==> src/rtl/gate_sequencer.sv <==
// Steps a 2-bit stimulus through a switch/LED gate datapath and checks the returned outputs.
// Each pattern takes APPLY, SETTLE cycles, CHECK and TICK_DIV HOLD cycles; all outputs are registered.
module gate_sequencer #(
  parameter int TICK_DIV = 100000000,
  parameter int SETTLE   = 2
) (
  input  logic       clk,
  input  logic       rst_n,
  input  logic       start,
  input  logic       mode,
  output logic [1:0] dut_sw,
  input  logic [1:0] dut_led,
  output logic       busy,
  output logic       pass,
  output logic       fail,
  output logic [3:0] err_cnt,
  output logic [1:0] pat_idx
);

  localparam int HW = (TICK_DIV > 1) ? $clog2(TICK_DIV) : 1;
  localparam int SW = (SETTLE > 1) ? $clog2(SETTLE) : 1;
  localparam logic [HW-1:0] HOLD_LOAD   = HW'(TICK_DIV - 1);
  localparam logic [SW-1:0] SETTLE_LOAD = SW'(SETTLE - 1);

  typedef enum logic [2:0] {
    S_IDLE, S_APPLY, S_SETTLE, S_CHECK, S_HOLD, S_DONE
  } state_t;

  state_t        state_q, state_d;
  logic          sync1_q, sync2_q;
  logic          prev_q, prev_d;
  logic [1:0]    fill_q, fill_d;
  logic          start_edge;
  logic [SW-1:0] settle_cnt_q, settle_cnt_d;
  logic [HW-1:0] hold_cnt_q, hold_cnt_d;
  logic [1:0]    dut_sw_q, dut_sw_d;
  logic          busy_q, busy_d;
  logic          pass_q, pass_d;
  logic          fail_q, fail_d;
  logic [3:0]    err_cnt_q, err_cnt_d;
  logic [1:0]    pat_idx_q, pat_idx_d;
  logic [1:0]    expected;

  // prev starts high and only tracks the synchronizer once it holds real samples,
  // so a start level already high at reset release cannot look like an edge.
  always_comb begin
    fill_d     = fill_q[1] ? fill_q : fill_q + 2'd1;
    prev_d     = fill_q[1] ? sync2_q : 1'b1;
    start_edge = fill_q[1] & sync2_q & ~prev_q;
  end

  always_comb begin
    state_d      = state_q;
    settle_cnt_d = settle_cnt_q;
    hold_cnt_d   = hold_cnt_q;
    fail_d       = fail_q;
    err_cnt_d    = err_cnt_q;
    pat_idx_d    = pat_idx_q;
    expected     = {~pat_idx_q[1], pat_idx_q[0] ^ pat_idx_q[1]};

    case (state_q)
      S_IDLE, S_DONE: begin
        if (start_edge) begin
          pat_idx_d = 2'b00;
          err_cnt_d = 4'd0;
          fail_d    = 1'b0;
          state_d   = S_APPLY;
        end
      end
      S_APPLY: begin
        settle_cnt_d = SETTLE_LOAD;
        state_d      = S_SETTLE;
      end
      S_SETTLE: begin
        if (settle_cnt_q == '0) state_d = S_CHECK;
        else                    settle_cnt_d = settle_cnt_q - 1'b1;
      end
      S_CHECK: begin
        if (dut_led != expected) begin
          fail_d = 1'b1;
          if (err_cnt_q != 4'hF) err_cnt_d = err_cnt_q + 4'd1;
        end
        hold_cnt_d = HOLD_LOAD;
        state_d    = S_HOLD;
      end
      S_HOLD: begin
        if (hold_cnt_q == '0) begin
          if (pat_idx_q != 2'b11) begin
            pat_idx_d = pat_idx_q + 2'd1;
            state_d   = S_APPLY;
          end else if (mode) begin
            pat_idx_d = 2'b00;
            state_d   = S_APPLY;
          end else begin
            state_d = S_DONE;
          end
        end else begin
          hold_cnt_d = hold_cnt_q - 1'b1;
        end
      end
      default: state_d = S_IDLE;
    endcase

    // Outputs are derived from the next state so they line up with the state register.
    busy_d   = (state_d == S_APPLY) || (state_d == S_SETTLE) ||
               (state_d == S_CHECK) || (state_d == S_HOLD);
    pass_d   = (state_d == S_DONE) && !fail_d;
    dut_sw_d = (state_d == S_APPLY) ? pat_idx_d : dut_sw_q;
  end

  always_ff @(posedge clk or negedge rst_n) begin
    if (!rst_n) begin
      state_q      <= S_IDLE;
      sync1_q      <= 1'b0;
      sync2_q      <= 1'b0;
      prev_q       <= 1'b1;
      fill_q       <= 2'd0;
      settle_cnt_q <= '0;
      hold_cnt_q   <= '0;
      dut_sw_q     <= 2'b00;
      busy_q       <= 1'b0;
      pass_q       <= 1'b0;
      fail_q       <= 1'b0;
      err_cnt_q    <= 4'd0;
      pat_idx_q    <= 2'b00;
    end else begin
      state_q      <= state_d;
      sync1_q      <= start;
      sync2_q      <= sync1_q;
      prev_q       <= prev_d;
      fill_q       <= fill_d;
      settle_cnt_q <= settle_cnt_d;
      hold_cnt_q   <= hold_cnt_d;
      dut_sw_q     <= dut_sw_d;
      busy_q       <= busy_d;
      pass_q       <= pass_d;
      fail_q       <= fail_d;
      err_cnt_q    <= err_cnt_d;
      pat_idx_q    <= pat_idx_d;
    end
  end

  assign dut_sw  = dut_sw_q;
  assign busy    = busy_q;
  assign pass    = pass_q;
  assign fail    = fail_q;
  assign err_cnt = err_cnt_q;
  assign pat_idx = pat_idx_q;

endmodule

==> config.mk <==
export PLATFORM = sky130hd
export DESIGN_NAME = gate_sequencer
export DESIGN_NICKNAME = d
export VERILOG_FILES = /design/src/rtl/gate_sequencer.sv
export SDC_FILE = /design/constraint.sdc
export NUM_CORES = 1
export LEC_CHECK = 0
export BUFFER_PORTS_ARGS = -buffer_cell sky130_fd_sc_hd__buf_4
export CORE_ASPECT_RATIO = 1.1
export CORE_MARGIN = 1
export CORE_UTILIZATION = 30
export DETAILED_ROUTE_END_ITERATION = 8
export HOLD_SLACK_MARGIN = 0.1
export SLEW_MARGIN = 20
export SYNTH_ARGS = -nofsm -noshare
export SYNTH_HDL_FRONTEND = slang
export SYNTH_SLANG_ARGS = --single-unit
==> constraint.sdc <==
create_clock -name clk -period 2.28 [get_ports clk]
set_clock_uncertainty 0.1 [all_clocks]
set_input_delay 0.228 -clock clk [delete_from_list [all_inputs] [get_ports clk]]
set_output_delay 0.228 -clock clk [all_outputs]
set_load 0.005 [all_outputs]
## Word-level counts from Yosys, hierarchy flattened

Cells that the tools add are included.

| storage, ports and cells | value |
|---|---|
| register bits | 47 |
| bits of input ports | 6 |
| output and inout bits | 11 |
| word-level logic and storage cells | 78 |

| cells by class | value |
|---|---|
| $add $sub $neg | 5 |
| equal/unequal tests | 17 |
| mux-type cells | 24 |
| bitwise operators | 5 |
| reductions and logical operators | 13 |

Operators with widths:

| cell | count |
|---|---|
| one-hot mux 27 bit (2 select lines) | 1 |
| logical NOT 27 bit | 1 |
| two-way mux 27 bit | 1 |
| subtractor 27 x 1 -> 27 bit (second input constant) | 1 |
| two-way mux 3 bit | 5 |
| one-hot mux 3 bit (5 select lines) | 1 |
| equality test 3 x 2 -> 1 bit (second input constant) | 4 |
| equality test 3 bit (second input constant) | 4 |
| two-way mux 4 bit | 3 |
| two-way mux 2 bit | 5 |
| inequality test 2 bit (second input constant) | 5 |
| one-hot mux 4 bit (2 select lines) | 1 |
| equality test 3 x 1 -> 1 bit (second input constant) | 2 |
| nonzero test 2 bit | 3 |
| adder 2 x 1 -> 2 bit (second input constant) | 2 |
| adder 4 x 1 -> 4 bit (second input constant) | 1 |
| two-way mux 1 bit | 4 |
| inequality test 4 bit (second input constant) | 1 |
| one-hot mux 1 bit (2 select lines) | 2 |
| one-hot mux 2 bit (2 select lines) | 1 |
| AND reduction 4 bit | 1 |
| logical NOT 3 bit | 1 |
| logical OR 1 bit | 3 |
| bitwise AND 1 bit | 2 |
| 8 further kinds | 9 |

## Logic depth before layout (Yosys ltp)

| depth | value |
|---|---|
| depth in word-level cells | 8 |
| mapped depth | 8 |
| mapped depth without buffers | 7 |

## Worst setup path after synthesis

Ideal clock, no wire load.

| timing path | value |
|---|---|
| path type | register to register |
| start point | reg hold_cnt_q[0] |
| end point | reg hold_cnt_q[15] |
| data arrival time | 2.100 ns |
| path slack | -0.056 ns |
| stages on the path, launching flop included | 9 |
| path buffers | 1 |
| period minus slack after synthesis | 2.336 ns |
| path through | dfrtp_1 > inv_1 > ha_1 > nor3b_1 > and4_2 > buf_4 > a211o_1 > o21ai_0 > or3b_2 |

| on the way | value |
|---|---|
| cells in the longest elaborated chain, start to end | 3 |
| elaborated cells between the ends (all ways) | 6 |
| those cells by class | add/sub (1); eq/ne (1); mux (2); reduce/logical (2) |

Ends and longest elaborated chain:

| item | RTL line | source |
|---|---|---|
| from (decl) | 35 | `logic [HW-1:0] hold_cnt_q, hold_cnt_d;` |
| from (signal assigned) | 133 | `hold_cnt_q <= hold_cnt_d;` |
| subtractor 27 x 1 -> 27 bit / logical NOT 27 bit (equally long branches) | 98, 87 |  |
| two-way mux 27 bit / inequality test 2 bit (equally long branches) | -- |  |
| one-hot mux 27 bit (2 select lines) / AND reduction 2 bit (equally long branches) | -- |  |

Several ways; a longest one is shown, not always the timed one. The select of a mux whose other input is x is not followed.
A chain may end at the register's enable or synchronous reset.

## Final worst setup path

Same ends and word-level chain as after synthesis.

==> impl_metrics.csv <==
group,metric,value,unit
run_status,outcome,"finished clean",
clock_tree,clock_tree.htree_level_count,2,
worst_hold_path,count_of_cells_along_the_worst_hold_path,0,
global_route,grt-ovfl-total,0,
worst_setup_path,critical_path_required,2.36,ns
logic_synthesis,synth_nets,248,
routing,drcViolationCount,0,
logic_synthesis,number_of_enable_type_register_cells_in_the_synthesized_netlist,0,
worst_setup_path,cp_slowest_cell,"sky130_fd_sc_hd__or3b_2",
clock_tree,clock_tree.root_cell,"sky130_fd_sc_hd__clkbuf_8",
logic_synthesis,synth_register_bits,47,
floorplan,die_y,97.4,um
layout,diodes,0,
routing,top_layer,"met4",
logic_synthesis,dominantRegCellSynth,"sky130_fd_sc_hd__dfrtp_1",
global_route,grt_pass1_wl,8650,um
routing,finalWirelength,5050,um
worst_setup_path,rr_startpoint,"hold_cnt_q[0]$_DFFE_PN0P_",
power,pwr_density_cell,942,nW/um^2
clock_tree,clock_path_buffers,2,
logic_synthesis,synth_top_cell_by_area,"sky130_fd_sc_hd__dfrtp_1",
clock_tree,insertion_delay_of_the_later_clocked_pin_in_the_worst_skew_pair,0.30,ns
routing,detail_route.wirelength.met1,2410,um
sta,min_cycle_time_layout,2.24,ns
layout,finalInstanceArea,3000,um^2
sta,rsz0062_at_grt,"true",
floorplan,ioPinCount,17,
worst_setup_path,data_arrival_time_of_the_worst_path,2.31,ns
logic_synthesis,netlist_top_cells_area,"sky130_fd_sc_hd__dfrtp_1 (46%), sky130_fd_sc_hd__xnor2_1 (4.2%), sky130_fd_sc_hd__nand2_1 (3.3%)",
logic_synthesis,synthesis.area_per_instance,10.4,um^2
logic_synthesis,yosysWarnings,0,
layout,area_delta_synth_final,20.8,%
floorplan,die_area,8640,um^2
worst_setup_path,crit_chain,"inv_1 -> ha_1 -> nor3b_2 -> and4_2 -> a211o_4 -> o21ai_1 -> or3b_2",
floorplan,rows,34,
layout,layout-drive-gt1-share,0.230,
sta,max_freq,447,MHz
routing,detailroute.via_count,1903,
logic_synthesis,synth-simple-area-share,0.257,
worst_setup_path,critical_path_peak_fanout,8,
routing,final_antenna_net_count,0,
sta,timing.hold.ws,0.256,ns
placed_design,dp_cells,372,
logic_synthesis,netlist_area,2480,um^2
worst_setup_path,r2r_setup_slack,0.04,ns
logic_synthesis,synthArstFlopShare,1.00,
floorplan,effective_utilization_at_floorplan,0.312,
sta,tightestPinTransition,0.579,ns
worst_setup_path,startpoint_type,"flop",
routing,detail_route.first_pass.iterations,4,
layout,finish.cell_count_without_fillers,382,
global_route,grt_start_max_net_pins,48,
floorplan,die_w,88.7,um
placed_design,placed_area,2820,um^2
sta,timing.final.setup_violations,0,
logic_synthesis,synthDominantCellAreaShare,0.464,
global_route,grt_use_total,0.127,
clock_tree,cts_num_sinks,47,
flow_run,maxCapViolations,0,
layout,nNetsFinal,282,
worst_setup_path,r2r_end,"hold_cnt_q[15]$_DFFE_PN0P_",
placed_design,buffer_ports.inserted,16,
clock_tree,tritoncts.num_buffers,5,
power,leak_pwr,1.25,nW
worst_setup_path,slowest_delay,0.45,ns
sta,timing.slew.headroom,0.614,
layout,footprint_of_the_multi_input_gates,1260,um^2
global_route,antenna_violations_before_repair,0,
power,worst_vdd_rail_ir_drop,0.298,mV
routing,wl_met3,158,um
placed_design,dpl_hpwl,3590,um
sta,finalMaxSlewViolations,0,
logic_synthesis,combinational_family_with_the_most_area_after_synthesis,"simple AND/OR/NAND/NOR gates",
clock_tree,cts.clk_slew.worst_paths,0.09,ns
logic_synthesis,synth_compound_gate_area_share,0.149,
floorplan,fp.coreArea,7960,um^2
worst_hold_path,hold_path.class,"flop to flop",
worst_hold_path,worst_hold_endpoint,"sync2_q$_DFF_PN0_",
worst_setup_path,reg2reg_depth,7,
worst_setup_path,crit_buf_inv,1,
routing,wl_per_cell,13.2,um
logic_synthesis,netlist_instances,239,
worst_setup_path,timing.critical_path.max_delay_family,"simple AND/OR/NAND/NOR gates",
logic_synthesis,yosysSeqAreaShare,0.474,
sta,post-route-period-util,0.981,
worst_hold_path,worstHoldStart,"sync1_q$_DFF_PN0_",
routing,drt_iter0_markers,81,
layout,register_area,1180,um^2
sta,timing.final.hold_violations,0,
logic_synthesis,synth_xor_area_frac,0.0459,
worst_setup_path,setup.worst_path.end_class,"flop",
power,fin_total_pwr,0.00283,W
routing,met2_wire_length,2430,um
logic_synthesis,synth_adder_area_share,0.0151,
layout,final.fill_count,795,
clock_tree,tritoncts,"yes",
routing,dr_vias_cell,4.98,
placed_design,gp_routability_congestion,0.797,
global_route,number_of_global_route_vias_before_repair,1811,
logic_synthesis,synth.lib_cells_used.distinct,56,
logic_synthesis,synth.mux.area_fraction,0.0292,
worst_setup_path,timing_worst_setup_path_type,"flop to flop",
==> power breakdown <==
part | switching, W | internal, W
Combinational | 0.000424 | 0.000416
Clock | 0.000287 | 0.000437
Sequential | 0.000222 | 0.00104
Total | 0.000932 | 0.00189
==> area by class of cell <==
type	count	area share
inverters	4	0.00501
multi-input cells	179	0.420
clock inverters	3	0.0225
repair buffers	36	0.0918
flip-flops and latches	47	0.393
clock buffers	5	0.0229
well taps	108	0.0451
==> cell usage in the layout (no fill, tap or decap), types with 5 or more instances in the layout <==
master,instances
sky130_fd_sc_hd__nand2_1,22
sky130_fd_sc_hd__o21ai_0,12
sky130_fd_sc_hd__a21oi_1,10
sky130_fd_sc_hd__dfrtp_1,46
sky130_fd_sc_hd__nor3_1,9
sky130_fd_sc_hd__buf_4,34
sky130_fd_sc_hd__a211oi_1,7
sky130_fd_sc_hd__mux2i_1,5
sky130_fd_sc_hd__a22o_1,5
sky130_fd_sc_hd__clkbuf_8,5
sky130_fd_sc_hd__nor2_1,17
sky130_fd_sc_hd__xnor2_1,12
==> cell families (layout without fill, tap and decap cells) <==
| logic type | after synthesis | count (layout) |
|---|---|---|
| flip-flops | 47 | 47 |
| buffers and inverters | 13 | 48 |
| adder cells (fa/ha/maj) | 3 | 3 |
| AND/OR/NAND/NOR | 101 | 101 |
| multiplexers | 7 | 7 |
| AO/OA/AOI/OAI | 55 | 55 |
| XOR/XNOR | 13 | 13 |
==> cell usage after synthesis, types with 5 or more instances <==
| cell type | n |
|---|---|
| sky130_fd_sc_hd__a211oi_1 | 7 |
| sky130_fd_sc_hd__a21oi_1 | 10 |
| sky130_fd_sc_hd__a22o_1 | 5 |
| sky130_fd_sc_hd__dfrtp_1 | 46 |
| sky130_fd_sc_hd__mux2i_1 | 5 |
| sky130_fd_sc_hd__nand2_1 | 22 |
| sky130_fd_sc_hd__nor2_1 | 17 |
| sky130_fd_sc_hd__nor3_1 | 9 |
| sky130_fd_sc_hd__nor4_1 | 5 |
| sky130_fd_sc_hd__o21ai_0 | 13 |
| sky130_fd_sc_hd__xnor2_1 | 12 |
==> worst max path at each step <==
stage,from,end,slack (ns),cells after the start
2_1_floorplan,hold_cnt_q[0]$_DFFE_PN0P_,hold_cnt_q[15]$_DFFE_PN0P_,0.005,8
5_1_grt,hold_cnt_q[0]$_DFFE_PN0P_,hold_cnt_q[11]$_DFFE_PN0P_,-0.03,7
4_1_cts,hold_cnt_q[12]$_DFFE_PN0P_,hold_cnt_q[15]$_DFFE_PN0P_,0.04,5
3_5_place_dp,hold_cnt_q[17]$_DFFE_PN0P_,hold_cnt_q[15]$_DFFE_PN0P_,0.06,5
3_3_place_gp,hold_cnt_q[11]$_DFFE_PN0P_,busy$_DFF_PN0_,0.07,5
6_report,hold_cnt_q[0]$_DFFE_PN0P_,hold_cnt_q[15]$_DFFE_PN0P_,0.04,7
==> metrics by stage <==
stage	utilization	setup TNS (ns)	worst slack, ns
finish	0.377	0	0.0427
global placement	0.354	0	0.0750
detailed placement	0.354	0	0.0646
CTS	0.374	0	0.0390
global route	0.377	-0.0689	-0.0298
floorplan	-	0	0.00472
==> worst register-to-register path, stage by stage, from the launching register on <==
cell and delay [ns]:
sky130_fd_sc_hd__dfrtp_1 0.35, sky130_fd_sc_hd__inv_1 0.04, sky130_fd_sc_hd__ha_1 0.21, sky130_fd_sc_hd__nor3b_2 0.17, sky130_fd_sc_hd__and4_2 0.30, sky130_fd_sc_hd__a211o_4 0.38
sky130_fd_sc_hd__o21ai_1 0.12, sky130_fd_sc_hd__or3b_2 0.45
==> registers in the layout, summed over array words and instances (netlist names) <==
signal and count:
hold_cnt_q 27, pat_idx 2, fail 1, prev_q 1, fill_q 2, sync2_q 1
state_q 3, dut_sw 2, settle_cnt_q 1, busy 1, err_cnt 4, pass 1
sync1_q 1
==> repair_timing <==
action                                 CTS  global route
gates resized for setup                  0             4
setup endpoints to repair                0            19
hold buffers                             2             0
endpoints found under the hold margin   47             0
buffers inserted                         0             0
==> layer usage <==
metal,up-vias,GRT usage
met5,-,0
met4,0,0.0335
met3,6,0.0280
met2,28,0.205
met1,913,0.169
li1,956,-
No activity file was read; power rests on OpenSTA's default activity.
